===== config.mk =====
export PLATFORM = sky130hd
export DESIGN_NAME = divider_scheduler
export DESIGN_NICKNAME = d
export VERILOG_FILES = /design/src/rtl/divider_pkg.sv /design/src/rtl/divider_scheduler_rr_arbiter.sv /design/src/rtl/divider_scheduler.sv
export SDC_FILE = /design/constraint.sdc
export NUM_CORES = 1
export LEC_CHECK = 0
export ABC_CLOCK_PERIOD_IN_PS = 6300
export CAP_MARGIN = 10
export CORE_AREA = 2 2 199 201
export CTS_CLUSTER_DIAMETER = 100
export DETAILED_ROUTE_END_ITERATION = 8
export DIE_AREA = 0 0 201 203
export GPL_ROUTABILITY_DRIVEN = 1
export SYNTH_ARGS = -nofsm -noshare
export SYNTH_HDL_FRONTEND = slang
export SYNTH_SLANG_ARGS = --single-unit

===== constraint.sdc =====
create_clock -name clk -period 6.3 [get_ports clk]
set_clock_uncertainty 0.2 [all_clocks]
set_input_delay 1.26 -clock clk [delete_from_list [all_inputs] [get_ports clk]]
set_output_delay 1.26 -clock clk [all_outputs]
set_load 0.05 [all_outputs]

===== src/rtl/divider_pkg.sv =====
// divider_pkg: shared tag type, width defaults and round-robin helper for the divider scheduler
package divider_pkg;

    localparam int DEF_DATA_LEN = 32;
    localparam int ID_W         = 3;

    typedef struct packed {
        logic            valid;
        logic [ID_W-1:0] id;
        logic            dbz;
    } t_div_tag;

    function automatic logic [ID_W-1:0] rr_next(input logic [ID_W-1:0] cur, input int n);
        return (int'(cur) == n - 1) ? '0 : cur + 1'b1;
    endfunction

endpackage


===== src/rtl/divider_scheduler_rr_arbiter.sv =====
// rr_arbiter: one-hot round-robin grant whose pointer moves only when a grant is taken
module rr_arbiter
    import divider_pkg::*;
#(
    parameter int N = 4
) (
    input  logic         clk,
    input  logic         reset,
    input  logic [N-1:0] req,
    input  logic         advance,
    output logic [N-1:0] grant
);

    localparam int W = 1 << ID_W;

    logic [ID_W-1:0] ptr;
    logic [ID_W-1:0] gidx;
    logic [ID_W-1:0] j;
    logic [W-1:0]    req_w;
    logic            hit;

    // scan from the pointer; the smallest offset holding a request wins
    always_comb begin
        req_w = W'(req);
        hit   = 1'b0;
        gidx  = ptr;
        j     = '0;
        for (int k = N - 1; k >= 0; k--) begin
            j = ID_W'((int'(ptr) + k) % N);
            if (req_w[j]) begin
                hit  = 1'b1;
                gidx = j;
            end
        end
        grant = hit ? N'(1) << gidx : '0;
    end

    // hand top priority to the requester after the one just served
    always_ff @(posedge clk or negedge reset) begin
        if (!reset)
            ptr <= '0;
        else if (advance && hit)
            ptr <= rr_next(gidx, N);
    end

endmodule


===== src/rtl/divider_scheduler.sv =====
// divider_scheduler: round-robin sharing of one fixed-latency pipelined divider among requesters
module divider_scheduler
    import divider_pkg::*;
#(
    parameter int NUM_REQ     = 4,
    parameter int DATA_LEN    = DEF_DATA_LEN,
    parameter int DIV_LATENCY = 5
) (
    input  logic                             clk,
    input  logic                             reset,
    input  logic [NUM_REQ-1:0]               req_valid,
    output logic [NUM_REQ-1:0]               req_ready,
    input  logic [NUM_REQ-1:0][DATA_LEN-1:0] req_a,
    input  logic [NUM_REQ-1:0][DATA_LEN-1:0] req_b,
    output logic [NUM_REQ-1:0]               rsp_valid,
    input  logic [NUM_REQ-1:0]               rsp_ready,
    output logic [NUM_REQ-1:0][DATA_LEN-1:0] rsp_result,
    output logic [NUM_REQ-1:0]               rsp_dbz,
    input  logic                             flush,
    output logic [DATA_LEN-1:0]              div_a,
    output logic [DATA_LEN-1:0]              div_b,
    output logic                             div_reset,
    input  logic [DATA_LEN-1:0]              div_result,
    output logic                             busy
);

    localparam int STAGES = DIV_LATENCY + 1;

    t_div_tag            tags [STAGES];
    t_div_tag            last;
    t_div_tag            new_tag;
    logic [NUM_REQ-1:0]  inflight;
    logic [NUM_REQ-1:0]  eligible;
    logic [NUM_REQ-1:0]  grant;
    logic                flush_q;
    logic                block;
    logic                issue;
    logic                any_tag;
    logic [ID_W-1:0]     gnt_id;
    logic [DATA_LEN-1:0] gnt_a;
    logic [DATA_LEN-1:0] gnt_b;

    // no issue while in reset, while flushing, or while the divider is being reset
    assign block     = !reset || flush || flush_q;
    assign eligible  = req_valid & ~inflight & ~rsp_valid & {NUM_REQ{!block}};
    assign issue     = |grant;
    assign req_ready = grant;
    assign last      = tags[STAGES-1];
    assign div_reset = !reset || flush_q;
    assign busy      = any_tag || |rsp_valid;

    rr_arbiter #(.N(NUM_REQ)) u_arb (
        .clk     (clk),
        .reset   (reset),
        .req     (eligible),
        .advance (!block),
        .grant   (grant)
    );

    // which requesters own an operation anywhere in the tag pipe, including the capture stage
    always_comb begin
        inflight = '0;
        any_tag  = 1'b0;
        for (int k = 0; k < STAGES; k++) begin
            any_tag = any_tag || tags[k].valid;
            for (int i = 0; i < NUM_REQ; i++)
                if (tags[k].valid && tags[k].id == ID_W'(i))
                    inflight[i] = 1'b1;
        end
    end

    // operands and tag of the granted requester
    always_comb begin
        gnt_id = '0;
        gnt_a  = '0;
        gnt_b  = '0;
        for (int i = 0; i < NUM_REQ; i++)
            if (grant[i]) begin
                gnt_id = ID_W'(i);
                gnt_a  = req_a[i];
                gnt_b  = req_b[i];
            end
        new_tag.valid = issue;
        new_tag.id    = gnt_id;
        new_tag.dbz   = issue && gnt_b == '0;
    end

    // present issued operands for one cycle and shift the tag pipe; flush drops every tag
    always_ff @(posedge clk or negedge reset) begin
        if (!reset) begin
            flush_q <= 1'b0;
            div_a   <= '0;
            div_b   <= '0;
            for (int k = 0; k < STAGES; k++)
                tags[k] <= '0;
        end else begin
            flush_q <= flush;
            div_a   <= issue ? gnt_a : '0;
            div_b   <= issue ? gnt_b : '0;
            tags[0] <= new_tag;
            for (int k = 1; k < STAGES; k++)
                tags[k] <= flush ? '0 : tags[k-1];
        end
    end

    // capture a returning quotient into its requester's slot and release it on handshake
    always_ff @(posedge clk or negedge reset) begin
        if (!reset) begin
            rsp_valid  <= '0;
            rsp_dbz    <= '0;
            rsp_result <= '0;
        end else begin
            for (int i = 0; i < NUM_REQ; i++) begin
                if (last.valid && !flush && last.id == ID_W'(i)) begin
                    rsp_valid[i]  <= 1'b1;
                    rsp_dbz[i]    <= last.dbz;
                    rsp_result[i] <= last.dbz ? '1 : div_result;
                end else if (rsp_valid[i] && rsp_ready[i]) begin
                    rsp_valid[i] <= 1'b0;
                end
            end
        end
    end

endmodule

==> flow_results.org <==
** Status
- Run status :: finished clean

** Hold path
- Hold path start :: tags[20]
- Counting instances, the worst hold path has a depth of 1.
- Min-Delay Endpoint :: tags[15]
- Worst hold-check path type :: flip-flop to flip-flop

** Timing
- Worst hold slack :: approximately 0.26 ns
- In this run the tightest slew margin relative to its limit is 0.4145.
- At the pin with the least slew margin, the transition time is 0.8765 ns.
- The smallest clock period supported by the final layout is computed as 5.879 ns.
- Summed over all failing endpoints, the final setup total negative slack is 0 ns.
- The number of hold-slack violations in the final timing report is 0.
- Setup repair after global routing left no endpoint under its margin.
- Final critical-path share of the clock period :: 0.9331
- Crit path setup slack, layout :: 0.4214 ns
- The final number of max-transition violations was 0.
- Final setup violation count :: 0
- Timing would allow up to 0.1701 GHz.

** Pwr
- VDD sags by at most 206.5 uV.
- The share of total power dissipated in combinational logic is 0.416.
- Leakage :: 6.849 nW
- For this design the ratio of total power to cell area is 363.9 nW/um^2.
- Sequential group share of total power :: 0.285
- The internal power of the cells totals 3.687 mW.
- Psw :: 2.246 mW
- Total power for the finished layout comes to just under 6 mW.
- Of the total power, the share spent switching nets is 0.3785.
- Clock share of power :: 0.300

** Finish
- Layout overhead on the synthesized area :: 69.52%
- After routing the design area is 16,300 um^2.
- Measured on the finished design, the core utilization comes to 0.4238.
- For this run, the post-layout net count is ~1,700.
- Of the cells placed in the final design, the portion with a size suffix greater than 1 is 0.06502.
- After the flow finishes, the layout carries non-filler instances totaling 1,988.

** Global routing
- Summed over all layers, the global routing overflow is 0.
- Across every metal layer, demand over resource in global routing totals 0.1998.
- Entering global routing, the biggest net connects 73 pins.
- The initial antenna violation count was 8.
- The first global-routing pass estimated 61,610 um of wire.
- Number of global-route vias before repair :: 9,606

** Logic synthesis
- Biggest area consumer among synthesized cells :: dfrtp_1
- Syn_nets :: 1,268
- In the synthesized netlist the dominant register cell turns out to be dfrtp_1.
- Ranking of synthesized cells by instance count :: dfrtp_1 (227), nor2_1 (180), a21oi_1 (103), a221oi_1 (61), o22ai_1 (59)
- For this run, the number of Yosys warnings is 0.
- The share of the Yosys chip area taken by registers is 0.5907.
- Synthesis produced a netlist whose cell count is 965.
- A synthesized cell averages 9.966 um^2.
- Number of synthesized flops with an enable pin :: 0
- Area share of the leading cell type in the synthesized netlist :: 0.5907
- Counting flops with an async set or reset pin after synthesis yields a share of 1.000.
- After synthesis, the cell types taking the most area are dfrtp_1 (59%), nor2_1 (7.0%), a221oi_1 (5.6%).
- Count of distinct cell types in the synthesized netlist :: 43
- The synthesized design contains 227 register bits.
- In the post-synthesis netlist, the cell with the most instances is dfrtp_1.
- Summing every instance area after synthesis gives 9617 um^2.

** CTS
- TritonCTS built the clock tree.
- For this design, the CTS-stage hold fixing added 0 buffers.
- Deepest clock path buffer count :: 3
- Clock-pin slew was measured on the worst setup and hold paths at 0.06 ns.
- Post-cts sizing count :: 0
- Clock Tree Root :: clkbuf_16
- Post-CTS setup buffer count :: 0
- CTS built an H-tree with a depth of 1.
- Clock latency on the worst-skew pair :: approximately 0.54 ns
- Sink Count :: 227
- TritonCTS Buffers :: 27

** Setup path
- At the worst endpoint, the required time is 4.84 ns.
- The worst register-to-register path has a depth of 13.
- Critical Path AT :: 4.42 ns
- Of all nets on the critical path, the largest fanout is 16.
- The worst setup path is of the primary input to primary output kind.
- The worst setup path is launched from a primary input.
- STA classifies the critical path endpoint as a primary output.
- Origin of the critical flop-to-flop path :: flush_q
- In this run the critical register-to-register path is captured at tags[25].
- For flop-to-flop paths, the worst setup slack is 1.72 ns.

** Placement
- Gpl congestion :: 0.8838
- During placement, the flow inserted port buffers numbering 504.
- Post-Place Worst Slack :: 0.3650 ns
- After detailed placement, the design holds a cell count of 1,929.
- After detailed placement, the total cell area comes to 15,250 um^2.
- Detailed placement ended at an HPWL of between 30,000 and 40,000 um.

** Floorplanning
- The floorplan step defined a die boundary enclosing 40,800 um^2.
- Chip width :: 201 um
- Die Span Y :: roughly 200 um
- Placeable core area :: between 30,000 and 40,000 um^2
- Starting density of the core :: 0.2500
- 505 I/O pins were placed.
- Rows :: 72

** Drt
- The detail route stage leaves a number of antenna-violating nets equal to 0.
- In the final routed layout, each cell accounts on average for 21.40 um.
- After the first detailed-routing iteration, the DRC count stood at 466.
- Routed WL :: 42,540 um
- First-pass detailed-route iteration total :: 4
- Mean number of vias per cell :: 4.785
- The routed layout has 9,512 vias.
- Detailed-route DRC error count :: 0

** Flow run
- The tool flagged a number of max-cap violations equal to 0.
==> state kept, by name, summed over array words and instances (netlist names) <==
register,flops
last,4
rsp_dbz,4
div_b,32
flush_q,1
tags,20
u_arb.ptr,2
rsp_valid,4
div_a,32
rsp_result,128
==> how the worst max path moves through the flow <==
stage | slack [ns] | endpoint | start | cells after the start
after floorplan | 0.49 | req_ready[1] | flush | 12
after global placement | 0.53 | tags[25] | flush | 15
after detailed placement | 0.36 | tags[25] | flush | 14
after CTS | 0.48 | req_ready[3] | flush | 11
after global routing | 0.27 | req_ready[3] | flush | 11
final | 0.42 | req_ready[3] | flush | 11
==> power groups by stage <==
stage	sequential, mW	combinational (mW)	clock [mW]
2_1_floorplan	2.19	1.03	0
3_3_place_gp	1.71	2.47	0
3_5_place_dp	1.71	2.48	0
4_1_cts	1.69	2.50	1.82
5_1_grt	1.70	2.63	1.89
6_report	1.69	2.47	1.78
==> cell type report <==
cell class,count,area [um^2]
well taps,518,648.1
repair buffers,528,5295
clock inverters,11,212.7
fillers,3769,22170
inverters,8,30.03
diodes,9,22.52
multi-input cells,648,3592
clock buffers,39,820.8
flip-flops and latches,227,5680
==> routing by layer <==
metal | vias to the layer above | global-route usage | part of all wire
li1 | 4418 | - | -
met1 | 4586 | 0.2293 | 0.38
met2 | 441 | 0.3505 | 0.50
met3 | 67 | 0.05393 | 0.082
met4 | 0 | 0.08519 | 0.036
met5 | - | 0 | 0
==> logic make-up after synthesis <==
kind of cell,share of synthesized area
multiplexers,0.005854
flip-flops,0.5907
buffers and inverters,0.03890
AND/OR/NAND/NOR,0.1747
adder cells (fa/ha/maj),0.005204
AO/OA/AOI/OAI,0.1846
==> cells in the final DEF (no fill, tap or decap), drive strengths merged, types with 2 or more instances in the layout <==
master / Yosys / layout
a21o: 4 / 4
a21oi: 103 / 103
a221o: 4 / 4
a221oi: 61 / 61
and4: 2 / 2
buf: 23 / 29
bufinv: 0 / 6
clkbuf: 59 / 39
clkdlybuf4s50: 0 / 499
clkinv: 0 / 4
dfrtp: 227 / 227
diode: 0 / 9
ha: 4 / 4
inv: 8 / 9
mux2: 5 / 5
nand2: 40 / 40
nand2b: 3 / 3
nand3: 9 / 9
nand3b: 7 / 7
nand4: 6 / 6
nor2: 180 / 180
nor2b: 49 / 49
nor3: 38 / 38
nor3b: 9 / 9
nor4: 9 / 9
o21ai: 37 / 37
o221ai: 4 / 4
o22ai: 59 / 59
or3: 3 / 3
==> worst max-delay path, stage by stage <==
cell             delay (ns)
clkdlybuf4s50_1        0.45
nor3b_2                0.40
nand4_1                0.14
or3_1                  0.47
a21boi_0               0.17
o21ai_0                0.26
o221a_2                0.26
ha_1                   0.48
inv_2                  0.11
nor2_1                 0.23
buf_12                 0.17
(Power assumes the default switching activity.)
